## src/rtl/ifu_fetch.sv

```systemverilog
// Instruction fetch unit: one-outstanding-request fetch FSM with redirect and stale-response discard.
// Optional HALT state on opcode 4'hF is enabled by defining IFU_HALT_EN.
module ifu_fetch #(
    parameter logic [7:0] RESET_PC = 8'h00
) (
    input  logic        clk,
    input  logic        reset_n,
    output logic        imem_req_valid,
    input  logic        imem_req_ready,
    output logic [7:0]  imem_addr,
    input  logic        imem_rsp_valid,
    input  logic [15:0] imem_rdata,
    output logic [15:0] instr,
    output logic [3:0]  opcode,
    output logic [7:0]  instr_pc,
    output logic        instr_valid,
    input  logic        instr_ready,
    input  logic        redirect_jump,
    input  logic        redirect_branch,
    input  logic [7:0]  redirect_target,
    output logic        halted
);

    typedef enum logic [2:0] {
        IDLE,
        REQ,
        WAIT,
        HOLD
`ifdef IFU_HALT_EN
        , HALT
`endif
    } state_t;

    state_t      state_q, state_d;
    logic [7:0]  pc_q, pc_d;
    logic        discard_q, discard_d;
    logic [15:0] instr_q, instr_d;
    logic [7:0]  instr_pc_q, instr_pc_d;

    logic redirect;
    logic req_fire;

    assign redirect = redirect_jump | redirect_branch;
    // A request is held back while a stale response is still in flight.
    assign imem_req_valid = (state_q == REQ) && !discard_q;
    assign req_fire       = imem_req_valid && imem_req_ready;

    always_comb begin
        state_d    = state_q;
        pc_d       = pc_q;
        discard_d  = discard_q;
        instr_d    = instr_q;
        instr_pc_d = instr_pc_q;

        if (redirect) begin
            pc_d    = redirect_target;
            state_d = REQ;
            // Something is still owed by memory unless it is arriving right now.
            discard_d = ((state_q == WAIT) || req_fire || discard_q) && !imem_rsp_valid;
        end else begin
            case (state_q)
                IDLE: state_d = REQ;
                REQ: begin
                    if (discard_q) begin
                        if (imem_rsp_valid) begin
                            discard_d = 1'b0;
                        end
                    end else if (imem_req_ready) begin
                        state_d = WAIT;
                    end
                end
                WAIT: begin
                    if (imem_rsp_valid) begin
                        instr_d    = imem_rdata;
                        instr_pc_d = pc_q;
                        pc_d       = pc_q + 8'd1;
                        state_d    = HOLD;
                    end
                end
                HOLD: begin
                    if (instr_ready) begin
`ifdef IFU_HALT_EN
                        state_d = (instr_q[15:12] == 4'hF) ? HALT : REQ;
`else
                        state_d = REQ;
`endif
                    end
                end
`ifdef IFU_HALT_EN
                HALT: state_d = HALT;
`endif
                default: state_d = IDLE;
            endcase
        end
    end

    always_ff @(posedge clk) begin
        if (!reset_n) begin
            state_q    <= IDLE;
            pc_q       <= RESET_PC;
            discard_q  <= 1'b0;
            instr_q    <= 16'h0000;
            instr_pc_q <= 8'h00;
        end else begin
            state_q    <= state_d;
            pc_q       <= pc_d;
            discard_q  <= discard_d;
            instr_q    <= instr_d;
            instr_pc_q <= instr_pc_d;
        end
    end

    assign imem_addr   = pc_q;
    assign instr       = instr_q;
    assign opcode      = instr_q[15:12];
    assign instr_pc    = instr_pc_q;
    assign instr_valid = (state_q == HOLD);

`ifdef IFU_HALT_EN
    assign halted = (state_q == HALT);
`else
    assign halted = 1'b0;
`endif

endmodule

```

## config.mk

```make
export PLATFORM = sky130hd
export DESIGN_NAME = ifu_fetch
export DESIGN_NICKNAME = d
export VERILOG_FILES = /design/src/rtl/ifu_fetch.sv
export SDC_FILE = /design/constraint.sdc
export NUM_CORES = 1
export LEC_CHECK = 0
export ABC_AREA = 1
export CELL_PAD_IN_SITES_DETAIL_PLACEMENT = 0
export CELL_PAD_IN_SITES_GLOBAL_PLACEMENT = 1
export CORE_AREA = 5 5 75 94
export DETAILED_ROUTE_END_ITERATION = 12
export DIE_AREA = 0 0 80 99
export GPL_ROUTABILITY_DRIVEN = 0
export PLACE_DENSITY = 0.76
export SYNTH_ARGS = -nofsm -noshare
export SYNTH_HDL_FRONTEND = slang
export SYNTH_SLANG_ARGS = --single-unit
```

## constraint.sdc

```tcl
create_clock -name clk -period 2.2 [get_ports clk]
set_clock_uncertainty 0.2 [all_clocks]
set_input_delay 0.55 -clock clk [delete_from_list [all_inputs] [get_ports clk]]
set_output_delay 0.55 -clock clk [all_outputs]
set_load 0.02 [all_outputs]
```

Word-level counts from Yosys, hierarchy flattened
Index checks and enable logic that the tools add are counted.
{"block": "word_totals", "regBits": 36, "input_bits": 31}
{"block": "op_classes", "add_sub_neg": 1, "eq_ne": 11, "muxes": 13, "bitwise": 3, "n_reduce_logical": 16}
{"operator": "two-way mux 8 bit", "count": 3}
{"operator": "two-way mux 3 bit", "count": 4}
{"operator": "case mux 3 bit (4 select lines)", "count": 1}
{"operator": "!= test 3 bit (second input constant)", "count": 3}
{"operator": "adder 8 x 1 -> 8 bit (second input constant)", "count": 1}
{"operator": "AND reduction 4 bit", "count": 2}
{"operator": "equality test 3 x 2 -> 1 bit (second input constant)", "count": 2}
{"operator": "!= test 2 bit (second input constant)", "count": 3}
{"operator": "nonzero test 2 bit", "count": 3}
{"operator": "two-way mux 1 bit", "count": 5}
{"operator": "equality test 3 x 1 -> 1 bit (second input constant)", "count": 1}
{"operator": "logical AND 1 bit", "count": 3}
{"operator": "logical NOT 3 bit", "count": 1}
{"operator": "!= test 3 x 1 -> 1 bit (second input constant)", "count": 1}
{"operator": "AND reduction 3 bit", "count": 1}
{"operator": "logical NOT 1 bit", "count": 2}
{"operator": "logical OR 1 bit", "count": 2}
{"operator": "!= test 2 x 1 -> 1 bit (second input constant)", "count": 1}
{"operator": "NOT 1 bit", "count": 2}
{"operator": "AND reduction 2 bit", "count": 1}
{"operator": "OR reduction 2 bit", "count": 1}
{"operator": "bitwise OR 1 bit", "count": 1}

Logic depth before layout (Yosys ltp)
{"block": "depth", "depth_word": 7, "mapped_depth": 11, "ltp_nobuf": 10}

Least setup slack after synthesis
OpenSTA, ideal clock, no wires.
{"block": "synth_path", "path_type": "reg2out", "start": "reg state_q[0]", "end": "out imem_req_valid", "arrival_ps": 911, "t_required_ps": 1450, "path_slack_ps": 539, "stages_incl_launch_ff": 4, "path_buffers": 0, "cell_sequence": "dfxtp_1 > ha_1 > inv_1 > nor2_1"}
{"block": "synth_between", "elab_chain_len": 2}
{"item": "from (decl)", "line": "34", "text": "state_t state_q, state_d;"}
{"item": "from (signal assigned)", "line": "105", "text": "state_q <= state_d;"}
{"item": "equality test 3 x 1 -> 1 bit", "line": "45", "text": "assign imem_req_valid = (state_q == REQ) && !discard_q;"}
{"item": "logical AND 1 bit", "line": "45"}
{"item": "to (decl)", "line": "8", "text": "output logic imem_req_valid,"}
Every way passes these cells.

Worst setup path after layout
{"block": "layout_path", "start": "reg pc_q[5] (netlist: imem_addr[5])", "end": "out imem_addr[5]"}
{"item": "from (decl)", "line": "35", "text": "logic [7:0] pc_q, pc_d;"}
{"item": "from (signal assigned)", "line": "106", "text": "pc_q <= pc_d;"}
{"item": "to (decl)", "line": "10", "text": "output logic [7:0] imem_addr,"}
No word-level cell between the ends.

==> impl_metrics.csv <==
group,metric,value,unit
floorplanning,die_h,99,um
route,vias,1597,
critical_path,required,1.45,ns
floorplanning,pin_count,70,
synthesis,synth_area_leaders,"dfxtp_1 (41%), nor2_1 (9.5%), nand2_1 (8.2%)",
floorplanning,die_w,80,um
clocking,path_clk_slew,0.07,ns
critical_path,path_cells,"clkdlybuf4s50_1",
synthesis,synth_top_area_share,41.2,%
route,drt_iter0_markers,85,
route,ant_nets,0,
layout,fill_cells,659,
clocking,cts_root_buffer,"clkbuf_8",
critical_path,setup.worst_path.end_class,"output pin",
global_route,grt_remaining_overflow,0,
route,post_drt_wl_per_cell,11.6,um
sta,max_freq,481,MHz
clocking,cts.sinks,35,
placement,io_buffers,68,
route,post-route-drc-count,0,
floorplanning,design.core.area,0.00609,mm^2
placement,dpl.hpwl,3410,um
floorplanning,rows,32,
critical_path,critPathMaxFanout,5,
route,post_drt_via_cell_ratio,4.12,
sta,setup_viol,0,
synthesis,synth_area,0.00170,mm^2
synthesis,synth_cells,231,
critical_path,crit_path_start_kind,"flip-flop",
sta,finalHoldViolations,0,
status,outcome,"finished clean",
route,routed_wl,4490,um
critical_path,slowest_stage,"clkdlybuf4s50_1",
sta,setup-tns-final,0,ns
route,dr.pass1.iters,4,
clocking,cts_buffers,5,
layout,diodes,0,
power,powerDensity,560,mW/mm^2
layout,mostFrequentLayoutCells,"clkdlybuf4s50_1 (65), nor2_1 (43), nand2_1 (37)",
sta,fin_crit_sh,94.4,%
global_route,grt_max_degree,21,
synthesis,yosys_warnings,0,
critical_path,cp_top_family,"buffers and inverters",
floorplanning,die-area,0.00792,mm^2
job,cap_violations,0,
critical_path,crit_type,"flip-flop to output pin",
critical_path,max_stage_delay,0.63,ns
global_route,grt_antenna_before_repair,0,
synthesis,synth_cell_types,31,
clocking,h-tree-depth,2,
clocking,cts_tree,"done",
floorplanning,start_util,27.9,%
critical_path,critical_path_buf_inv_count,1,
synthesis,ys_seq_area_share,41.2,%
sta,rsz0062_at_grt,"no",
layout,utilization,42.6,%
clocking,cts_setup_buffers,0,
layout,area_growth,52.7,%
clocking,cts_max_path_buffers,2,
global_route,track_usage,11.8,%
synthesis,synth-seq-cells,35,
sta,slew_violations,0,
clocking,clk_latency,0.29,ns
sta,hold_slack,0.278,ns
power,ir_worst_vdd,0.214,mV
sta,period_needed,2.08,ns
global_route,grt_pass1_vias,1574,
hold_path,hold_class,"flip-flop to flip-flop",
power,p_leak,1.13,nW
critical_path,critPathArrivalTime,1.33,ns
layout,nNetsFinal,338,
layout,layout_commonest_cell,"clkdlybuf4s50_1",
synthesis,synth_top_area_cell,"dfxtp_1",
layout,layout-drive-gt1-share,11.6,%
synthesis,syn_nets,267,
global_route,grt_pass1_wl,7390,um
synthesis,synth_area_per_cell,7.36,um^2
[cells by family (layout without fill, tap and decap cells)]
group,Yosys count,in the layout,share of synthesized area (%)
and+or+nand+nor,100,100,26.2
xor gates and xnor gates,1,1,0.516
other,1,1,0.221
buffers and inverters,44,116,12.4
AOI/OAI and AO/OA,45,45,15.8
adders and majority gates,5,5,3.68
DFF,35,35,41.2
[worst paths after layout]
path,to,depth (start not counted),slack (ns),startpoint
hold / removal,discard_q,2,0.28,discard_q
setup reg to reg,imem_addr[5],8,0.47,state_q[0]
hold reg to reg,discard_q,2,0.28,discard_q
setup / recovery,imem_addr[5],1,0.12,imem_addr[5]
[sequential cells by signal, summed over array words and instances, names as in the netlist]
register	flops
instr_pc	8
state_q	2
imem_addr	8
instr	16
discard_q	1
[stage by stage]
stage | setup WS [ns] | total power [mW] | instance area [um^2] | std cells
6_report | 0.122 | 1.45 | 2590 | 388
5_1_grt | 0.0484 | 1.53 | 2590 | 388
4_1_cts | 0.0240 | 1.48 | 2590 | 388
3_5_place_dp | 0.0822 | 0.882 | 2480 | 380
3_3_place_gp | 0.102 | 0.881 | 2480 | 380
2_1_floorplan | 0.539 | 0.771 | 1700 | 231
[routing by layer]
| layer | vias to the layer above | GRT usage [%] | routed length, um |
|---|---|---|---|
| li1 | 855 | - | - |
| met1 | 696 | 13.7 | 1970 |
| met2 | 40 | 20.5 | 2250 |
| met3 | 6 | 3.02 | 214 |
| met4 | 0 | 4.42 | 64 |
| met5 | - | 0 | 0 |
[power breakdown]
group          switching (mW)  total (mW)  internal (mW)
clock network           0.252       0.590          0.338
registers              0.0121       0.659          0.647
logic                  0.0979       0.204          0.106
[synth_stat cells (all sizes together)]
master and number:
a21oi 10, a21o 1, o22ai 1, xor2 1, o21ai 28, nor3 1, conb 1, ha 5
o211ai 1, dfxtp 35, inv 31, nand2 40, buf 11, nand3 11, nor2 47, a21boi 1
a211oi 3, nand3b 1, clkbuf 2
[final cells by class]
| type | instances | area (um^2) | share of cell area [%] |
|---|---|---|---|
| well taps | 85 | 106 | 4.10 |
| repair buffers | 77 | 769 | 29.7 |
| flip-flops and latches | 35 | 701 | 27.0 |
| clock buffers | 5 | 68.8 | 2.65 |
| clock inverters | 3 | 43.8 | 1.69 |
| multi-input cells | 152 | 788 | 30.4 |
| inverters | 31 | 116 | 4.49 |
[repair_timing]
| action | CTS | global route |
|---|---|---|
| pin swaps | 0 | 0 |
| hold buffers | 0 | 0 |
| cloned | 0 | 0 |
| gates resized for setup | 2 | 3 |
| endpoints found under the setup margin | 2 | 2 |
[worst min-delay path: cells and delay by family (launching register included)]
kind	cells	cell delay (ns)
buf+inv	1	0.06
flops	1	0.31
compound gates	1	0.06
Power figures use the tool's default switching activity.
